--- config.mk ---
export PLATFORM = sky130hd
export DESIGN_NAME = mips_wb_trace_buffer
export DESIGN_NICKNAME = d
export VERILOG_FILES = /design/src/rtl/mips_wb_trace_buffer.sv
export SDC_FILE = /design/constraint.sdc
export NUM_CORES = 1
export LEC_CHECK = 0
export BUFFER_PORTS_ARGS = -buffer_cell sky130_fd_sc_hd__buf_2
export CORE_UTILIZATION = 55
export DETAILED_ROUTE_END_ITERATION = 10
export HOLD_SLACK_MARGIN = 0.1
export PLACE_DENSITY_LB_ADDON = 0.15
export REMOVE_ABC_BUFFERS = 1
export SYNTH_ARGS = -nofsm -noshare
export SYNTH_HDL_FRONTEND = slang
export SYNTH_SLANG_ARGS = --single-unit
--- constraint.sdc ---
create_clock -name clk -period 7 [get_ports clk]
set_clock_uncertainty 0.2 [all_clocks]
set_input_delay 0.7 -clock clk [delete_from_list [all_inputs] [get_ports clk]]
set_output_delay 0.7 -clock clk [all_outputs]
set_load 0.03 [all_outputs]
--- src/rtl/mips_wb_trace_buffer.sv ---
// mips_wb_trace_buffer: write-back trace capture for the MIPS16 pipeline.
// Snoops the WB register-file write port plus the retiring PC into a
// circular buffer. Capture starts at arm, or at a trigger write. It ends on
// stop, or when the buffer fills and wrap is off. After capture ends, the
// buffer unloads oldest-first.
//
// Optional feature macro: TRACE_TIMESTAMP_EN adds a 16-bit cycle stamp to
// each entry and an rd_ts output.
//
// Read handshake: rd_valid/rd_dest/rd_data/rd_pc are presented from registered
// state and stay stable while rd_valid=1 and rd_ready=0. An entry transfers
// on a rising edge where rd_valid=1 and rd_ready=1. rd_ready has no effect
// while rd_valid=0. rd_valid never depends on rd_ready.
module mips_wb_trace_buffer #(
  parameter int DATA_W = 16,
  parameter int PC_W   = 8,
  parameter int DEPTH  = 16,
  parameter int ADDR_W = $clog2(DEPTH)
) (
  input  logic              clk,
  input  logic              rst,
  input  logic              cfg_wrap,
  input  logic              cfg_trig_en,
  input  logic [2:0]        cfg_trig_dest,
  input  logic              arm,
  input  logic              stop,
  input  logic              wb_en,
  input  logic [2:0]        wb_dest,
  input  logic [DATA_W-1:0] wb_data,
  input  logic [PC_W-1:0]   wb_pc,
  input  logic              rd_ready,
  output logic              rd_valid,
  output logic [2:0]        rd_dest,
  output logic [DATA_W-1:0] rd_data,
  output logic [PC_W-1:0]   rd_pc,
  output logic [ADDR_W:0]   count,
  output logic              overflow,
  output logic [1:0]        state_o
`ifdef TRACE_TIMESTAMP_EN
  ,
  output logic [15:0]       rd_ts
`endif
);

  typedef enum logic [1:0] {
    IDLE    = 2'd0,
    ARMED   = 2'd1,
    CAPTURE = 2'd2,
    DONE    = 2'd3
  } state_t;

  typedef struct packed {
    logic [2:0]        dest;
    logic [DATA_W-1:0] data;
    logic [PC_W-1:0]   pc;
`ifdef TRACE_TIMESTAMP_EN
    logic [15:0]       ts;
`endif
  } entry_t;

  localparam logic [ADDR_W-1:0] PTR_ONE = ADDR_W'(1);
  localparam logic [ADDR_W:0]   CNT_ONE = (ADDR_W + 1)'(1);
  localparam logic [ADDR_W:0]   FULL    = (ADDR_W + 1)'(DEPTH);
  localparam logic [ADDR_W:0]   FULL_M1 = (ADDR_W + 1)'(DEPTH - 1);

  state_t            state;
  logic [ADDR_W-1:0] wr_ptr;
  logic [ADDR_W-1:0] rd_ptr;
  logic              wrap_q;
  logic [2:0]        trig_dest_q;
  entry_t            mem [DEPTH];
  entry_t            wr_entry;
  entry_t            rd_entry;
  logic              trig_hit;
  logic              capture_we;

  // The trigger-enable mode is not stored separately; it is encoded by
  // entering ARMED instead of CAPTURE at arm time.
  assign trig_hit   = wb_en && (wb_dest == trig_dest_q);
  assign capture_we = !arm && wb_en &&
                      ((state == CAPTURE) || ((state == ARMED) && trig_hit));

`ifdef TRACE_TIMESTAMP_EN
  logic [15:0] ts_cnt;

  // Free-running cycle stamp, restarted by arm so that stamps are relative to
  // the session start.
  always_ff @(posedge clk or negedge rst) begin
    if (!rst) begin
      ts_cnt <= 16'd0;
    end else if (arm) begin
      ts_cnt <= 16'd0;
    end else begin
      ts_cnt <= ts_cnt + 16'd1;
    end
  end
`endif

  // Assemble the entry that is written on a captured write-back.
  always_comb begin
    wr_entry      = '0;
    wr_entry.dest = wb_dest;
    wr_entry.data = wb_data;
    wr_entry.pc   = wb_pc;
`ifdef TRACE_TIMESTAMP_EN
    wr_entry.ts   = ts_cnt;
`endif
  end

  // Trace storage. It has no reset; the pointers and count define validity.
  always_ff @(posedge clk) begin
    if (capture_we) begin
      mem[wr_ptr] <= wr_entry;
    end
  end

  // Session control: arm/stop/trigger sequencing, pointers, count, overflow.
  always_ff @(posedge clk or negedge rst) begin
    if (!rst) begin
      state       <= IDLE;
      wr_ptr      <= '0;
      rd_ptr      <= '0;
      count       <= '0;
      overflow    <= 1'b0;
      wrap_q      <= 1'b0;
      trig_dest_q <= 3'd0;
    end else if (arm) begin
      // arm wins over stop and wb_en in the same cycle.
      wr_ptr      <= '0;
      rd_ptr      <= '0;
      count       <= '0;
      overflow    <= 1'b0;
      wrap_q      <= cfg_wrap;
      trig_dest_q <= cfg_trig_dest;
      state       <= cfg_trig_en ? ARMED : CAPTURE;
    end else begin
      case (state)
        IDLE: begin
          state <= IDLE;
        end
        ARMED: begin
          if (trig_hit) begin
            // DEPTH >= 2, so the trigger entry alone never fills the buffer.
            wr_ptr <= wr_ptr + PTR_ONE;
            count  <= count + CNT_ONE;
            state  <= stop ? DONE : CAPTURE;
          end else if (stop) begin
            state <= DONE;
          end
        end
        CAPTURE: begin
          if (wb_en) begin
            wr_ptr <= wr_ptr + PTR_ONE;
            if (count != FULL) begin
              count <= count + CNT_ONE;
              if (!wrap_q && (count == FULL_M1)) begin
                state <= DONE;
              end
            end else if (wrap_q) begin
              // Full and wrapping: the new entry replaces the oldest one.
              rd_ptr   <= rd_ptr + PTR_ONE;
              overflow <= 1'b1;
            end
          end
          if (stop) begin
            state <= DONE;
          end
        end
        DONE: begin
          if (rd_valid && rd_ready) begin
            rd_ptr <= rd_ptr + PTR_ONE;
            count  <= count - CNT_ONE;
          end
        end
        default: begin
          state <= IDLE;
        end
      endcase
    end
  end

  // Show-ahead read port. The fields are zeroed whenever nothing is presented.
  assign rd_entry = mem[rd_ptr];
  assign rd_valid = (state == DONE) && (count != '0);
  assign rd_dest  = rd_valid ? rd_entry.dest : 3'd0;
  assign rd_data  = rd_valid ? rd_entry.data : '0;
  assign rd_pc    = rd_valid ? rd_entry.pc   : '0;
`ifdef TRACE_TIMESTAMP_EN
  assign rd_ts    = rd_valid ? rd_entry.ts   : 16'd0;
`endif
  assign state_o  = state;

endmodule

==> results of run 1 <==
## worst min path at each step
| stage | slack [ns] | start | cells past startpoint | to |
|---|---|---|---|---|
| floorplan | 0.20 | rst | 0 | count[0] |
| global placement | 0.28 | overflow | 2 | overflow |
| detailed placement | 0.29 | overflow | 2 | overflow |
| CTS | 0.17 | cfg_trig_dest[2] | 2 | trig_dest_q[2] |
| global route | 0.17 | cfg_trig_dest[2] | 2 | trig_dest_q[2] |
| finish | 0.18 | cfg_trig_dest[2] | 2 | trig_dest_q[2] |
## through the flow
step,setup WS (ns),area [um2]
finish,2.44,20300
detailed placement,2.99,18900
global placement,3.06,18900
CTS,2.42,20300
global route,2.33,20300
floorplan,0.514,17700
## cell usage after synthesis, types with 2 or more instances
| cell type | n |
|---|---|
| nand2b_1 | 7 |
| nor2_1 | 29 |
| ha_1 | 12 |
| buf_1 | 6 |
| nor2b_1 | 31 |
| nor3_1 | 6 |
| nor4_1 | 2 |
| nand2_1 | 2 |
| clkbuf_1 | 16 |
| inv_1 | 11 |
| mux2_1 | 5 |
| xnor2_1 | 9 |
| nand3_1 | 10 |
| buf_2 | 15 |
| nand4_1 | 2 |
| a21o_1 | 3 |
| o211ai_1 | 2 |
| mux4_2 | 135 |
| a211oi_2 | 3 |
| edfxtp_1 | 432 |
| dfrtp_1 | 20 |
| o21ai_0 | 4 |
| a21oi_1 | 13 |
## registers in the layout (all words and copies together), names as in the netlist
name and cells:
trig_dest_q 3, wr_ptr 4, state_o 2, count 5, mem 432, wrap_q 1
rd_ptr 4, overflow 1
## final cells by class
cell class	count	area [um2]
flip-flops and latches	452	13500
well taps	402	503
fillers	2097	11400
multi-input cells	298	4280
inverters	12	45.0
repair buffers	98	556
diodes	1	2.50
clock buffers	54	1200
clock inverters	28	267
## worst register-to-register path, stage by stage, from the launching register on
cell and delay [ns]:
dfrtp_1 0.47, inv_1 0.12, ha_1 0.28, inv_1 0.10
o21bai_1 0.30, nand3_1 0.36, nor2_4 0.54, buf_4 0.48
## layout by cell type, fill, tap and decap left out, types with 9 or more instances in the layout
master / count
clkinv_2: 11
inv_1: 11
a21oi_1: 13
edfxtp_1: 432
mux4_2: 135
buf_2: 73
nor2_1: 17
xnor2_1: 9
buf_4: 24
nand3_1: 10
nor2b_1: 31
dfrtp_1: 17
ha_1: 12
clkbuf_16: 47
nor2_4: 12
## cells by family (layout without fill, tap and decap cells)
kind of cell	Yosys count	count (layout)	synth area share (%)
DFF	452	452	75.5
buffers and inverters	50	192	1.16
and+or+nand+nor	97	97	2.95
muxes	142	142	17.5
AOI/OAI and AO/OA	37	37	1.51
other	0	1	0
adders and majority gates	13	13	0.954
xor gates and xnor gates	9	9	0.442
## per-layer routing
metal	vias up	GRT usage (%)	share of wire, %
li1	3571	-	-
met1	4512	33.0	41
met2	305	39.5	51
met3	57	3.43	6.5
met4	0	6.42	1.8
met5	-	0	0
## what timing repair did
action                                 in CTS  in global routing
setup buffers                               0                  0
hold buffers                                1                  0
gates resized for setup                     0                  0
endpoints found under the hold margin      20                  0
## power by group
part           total (mW)  internal, mW  switching [mW]
Sequential           3.12          3.02           0.100
Combinational        1.39         0.701           0.687
Clock                2.37          1.41           0.963
==> run_results.csv, run 1 <==
group,metric,value,unit
clock_network,root_buffer,"clkbuf_16",
floorplan,die_y,182,um
routing,via_count,8445,
run_status,outcome,"finished clean",
critical_path,worstPathMaxFanout,61,
global_route,grt_pass1_vias,8952,
floorplan,dieWidth,182,um
critical_path,path_depth,5,
critical_path,worstSetupStartpointType,"register",
clock_network,clk_latency,0.53,ns
clock_network,clockBufferDepth,3,
min_path,min_path_type,"input pin to register",
global_route,gr-total-overflow,0,
timing,whs,0.180,ns
timing,final-hold-violation-count,0,
timing,setup_tns,0,ns
finish,num-nets-final,959,
clock_network,htreeDepth,2,
critical_path,cp-end-kind,"output port",
routing,drt_iter0_drc,739,
logic_synthesis,synth_top_area_cell,"edfxtp_1",
routing,drtAntennaViolNets,0,
timing,slew_headroom,26.9,%
timing,worst_pin_slew,1.10,ns
logic_synthesis,synth_top_area_share,72.7,%
floorplan,design.die.area,33200,um2
logic_synthesis,synth_area,17800,um2
timing,fmax,219,MHz
finish,final_cell_count_no_fill,1345,
clock_network,clkSinkCount,452,
logic_synthesis,ys_ff_latch,452,
timing,setup_violations,0,
floorplan,num_rows,65,
critical_path,r2r_end,"mem[11][16]",
logic_synthesis,synth_area_per_cell,22.3,um2
place,port_buffers,73,
routing,avgViaCountPerCell,6.28,
clock_network,cts_tree,"done",
place,place.gp.congestion,0.790,
routing,routed_wl,37100,um
critical_path,startpoint,"rd_ptr[1]",
critical_path,cp.required,6.10,ns
critical_path,crit_chain,"buf_4 > mux4_2 > mux4_2 > nor2b_1 > buf_2",
logic_synthesis,yosys.cell_types.count,48,
global_route,antenna_found_initial,1,
clock_network,path_clk_slew,0.06,ns
timing,finalWorstPathRequiredPeriod,4.56,ns
logic_synthesis,async_flop_share,4.42,%
critical_path,crit_family,"flip-flops",
critical_path,crit_path_frequent_cell,"mux4_2",
global_route,grt_usage,23.6,%
critical_path,r2r_slack,3.79,ns
logic_synthesis,yosysWarningCount,0,
logic_synthesis,yosys-top-cells-area,"edfxtp_1, mux4_2, dfrtp_1",
timing,final_max_slew_viol_count,0,
finish,syn_to_final_growth,14.0,%
critical_path,critPathBufInv,2,
critical_path,cp_slowest_cell,"dfrtp_4",
timing,timing.final.crit_share,65.1,%
logic_synthesis,syn-instance-count,800,
floorplan,initial_core_util,56.3,%
power,leakage,6.51,nW
power,p_per_area,338,nW/um2
place,place_inst,1261,
routing,drcViolationCount,0,
flow_run,maxCapViolations,0,
global_route,grt_max_degree,62,
finish,layout-drive-gt1-share,34.7,%
routing,wl_per_cell,27.6,um
floorplan,ios,74,
logic_synthesis,yosysSeqAreaShare,75.5,%
critical_path,crit_end,"rd_data[10]",
clock_network,cts_made_buffers,46,
critical_path,max_stage_delay,1.05,ns
routing,firstDrtPassIters,5,
critical_path,cp_data_arrival_time,3.66,ns
logic_synthesis,synth_edf_count,432,
power,vdd_ir_drop_max,0.196,mV
place,hpwl,19400,um
timing,rsz0062_at_grt,"no",
power,power,6.88,mW
critical_path,r2r_cells,7,
critical_path,critPathKind,"register to output port",
global_route,grt_pass1_wl,56600,um
finish,final_util,64.1,%
logic_synthesis,ys.flop_type,"edfxtp_1",
floorplan,coreArea,31700,um2
critical_path,rr_startpoint,"state_o[1]",
Power figures use the tool's default switching activity.
==> inputs of run 2 (changes only) <==
==> constraint.sdc (replaced) <==
create_clock -name clk -period 4.15 [get_ports clk]
set_clock_uncertainty 0.2 [all_clocks]
set_input_delay 0.415 -clock clk [delete_from_list [all_inputs] [get_ports clk]]
set_output_delay 0.415 -clock clk [all_outputs]
set_load 0.03 [all_outputs]
==> run_results.csv, run 2 (synthesized netlist as in run 1, its figures left out) <==
group,metric,value,unit
clock_network,clockBufferDepth,3,
global_route,antenna_found_initial,0,
finish,syn_to_final_growth,16.1,%
global_route,grt_usage,23.0,%
floorplan,design.die.area,33200,um2
clock_network,clk_latency,0.53,ns
clock_network,root_buffer,"clkbuf_16",
power,p_per_area,553,nW/um2
finish,final_cell_count_no_fill,1381,
timing,worst_pin_slew,0.747,ns
finish,final_common_cell,"edfxtp_1",
routing,drcViolationCount,0,
timing,finalWorstPathRequiredPeriod,3.73,ns
finish,max_flop_register,"mem",
finish,largestRegisters,"mem x432, count x5",
timing,slew_headroom,50.0,%
clock_network,cts_resized,0,
critical_path,crit_path_frequent_cell,"mux4_2",
timing,timing.final.crit_share,89.8,%
clock_network,htreeDepth,2,
critical_path,critPathKind,"register to output port",
timing,fmax,268,MHz
routing,drt_iter0_drc,847,
critical_path,cp_data_arrival_time,3.11,ns
routing,routed_wl,36400,um
routing,firstDrtPassIters,5,
clock_network,path_clk_slew,0.06,ns
floorplan,ios,74,
timing,whs,0.135,ns
floorplan,initial_core_util,56.3,%
critical_path,cp_slowest_cell,"dfrtp_4",
global_route,grt_max_degree,48,
routing,avgViaCountPerCell,6.20,
finish,layout-drive-gt1-share,33.5,%
place,port_buffers,73,
power,vdd_ir_drop_max,0.460,mV
timing,setup_violations,0,
finish,final_util,65.3,%
critical_path,cp-end-kind,"output port",
min_path,min_path_type,"input pin to register",
routing,via_count,8564,
clock_network,cts_made_buffers,45,
critical_path,worstPathMaxFanout,43,
global_route,grt_pass1_vias,9124,
place,pre_cts_ws,0.932,ns
critical_path,cp.required,3.53,ns
finish,num-nets-final,995,
floorplan,die_y,182,um
finish,largest_register_ffs,432,
floorplan,coreArea,31700,um2
routing,drtAntennaViolNets,0,
critical_path,worstSetupStartpointType,"register",
global_route,grt_pass1_wl,55700,um
critical_path,crit_chain,"buf_12 > mux4_2 > mux4_2 > nor2b_1 > buf_2",
timing,final-hold-violation-count,0,
place,hpwl,19700,um
timing,worst_slack,0.423,ns
routing,wl_per_cell,26.4,um
flow_run,maxCapViolations,0,
critical_path,max_stage_delay,0.74,ns
power,leakage,6.66,nW
place,place.gp.congestion,0.825,
power,power,11.5,mW
clock_network,cts_setup_buffers,0,
clock_network,cts_tree,"done",
floorplan,dieWidth,182,um
place,place_inst,1265,
floorplan,num_rows,65,
global_route,gr-total-overflow,0,
run_status,outcome,"finished clean",
critical_path,r2r_slack,0.98,ns
timing,final_max_slew_viol_count,0,
clock_network,clkSinkCount,452,
critical_path,r2r_cells,8,
finish,layout_common_cells,"edfxtp_1, mux4_2, buf_2, clkbuf_16, dlygate4sd3_1",
timing,rsz0062_at_grt,"no",
min_path,min_path_cells,2,
## run 2: cell types whose count changed in the layout (fill, tap and decap cells not counted)
cell and change:
buf_4 -4, bufinv_16 -4, clkinv_4 +2, clkinvlp_4 -3, clkinv_1 -1, dlygate4sd3_1 +33, buf_12 +8, clkbuf_1 +3
clkbuf_8 +2
## run 2: per-layer routing
metal / GRT usage [%] / up-vias / wire length (um)
met3: 3.21 / 59 / 2150
met4: 6.35 / 0 / 854
li1: - / 3644 / -
met5: 0 / - / 0
met1: 32.0 / 4549 / 15100
met2: 38.7 / 312 / 18300
## run 2: path summary, 6_finish.rpt
| check | start | endpoint |
|---|---|---|
| setup / recovery | rd_ptr[0] | rd_dest[0] |
| hold / removal | arm | rd_ptr[3] |
| setup reg to reg | state_o[1] | count[4] |
| hold reg to reg | overflow | overflow |
| max in group asynchronous | rst | rd_ptr[0] |
| min in group asynchronous | rst | state_o[1] |
## run 2: where the power goes
part           total, mW  switching, mW  internal (mW)
combinational       2.39           1.15           1.24
sequential          5.29          0.187           5.10
clock               3.77           1.61           2.17
## run 2: repair_timing
item                       4_1_cts  5_1_grt
hold endpoints to repair       458        0
hold buffers                    34        0
setup endpoints to repair        0        0
## run 2: per-stage QoR
step	instance area, um2	setup TNS, ns
final	20700	0
after floorplan	17700	-59.61
after global placement	19000	0
after global routing	20700	0
after detailed placement	19000	0
after CTS	20700	0
## run 2: final cells by class
type	count	area [um2]
clock buffers	59	1240
clock inverters	22	138
inverters	12	45.0
repair buffers	135	1020
diodes	1	2.50
fillers	2065	11000
flip-flops and latches	452	13500
well taps	402	503
multi-input cells	298	4280
## run 2: worst max-delay path: cells and delay by family (launching register included)
kind / cells / cell delay [ns]
mux: 2 / 1.02
flops: 1 / 0.74
buf+inv: 2 / 0.60
simple gates: 1 / 0.16
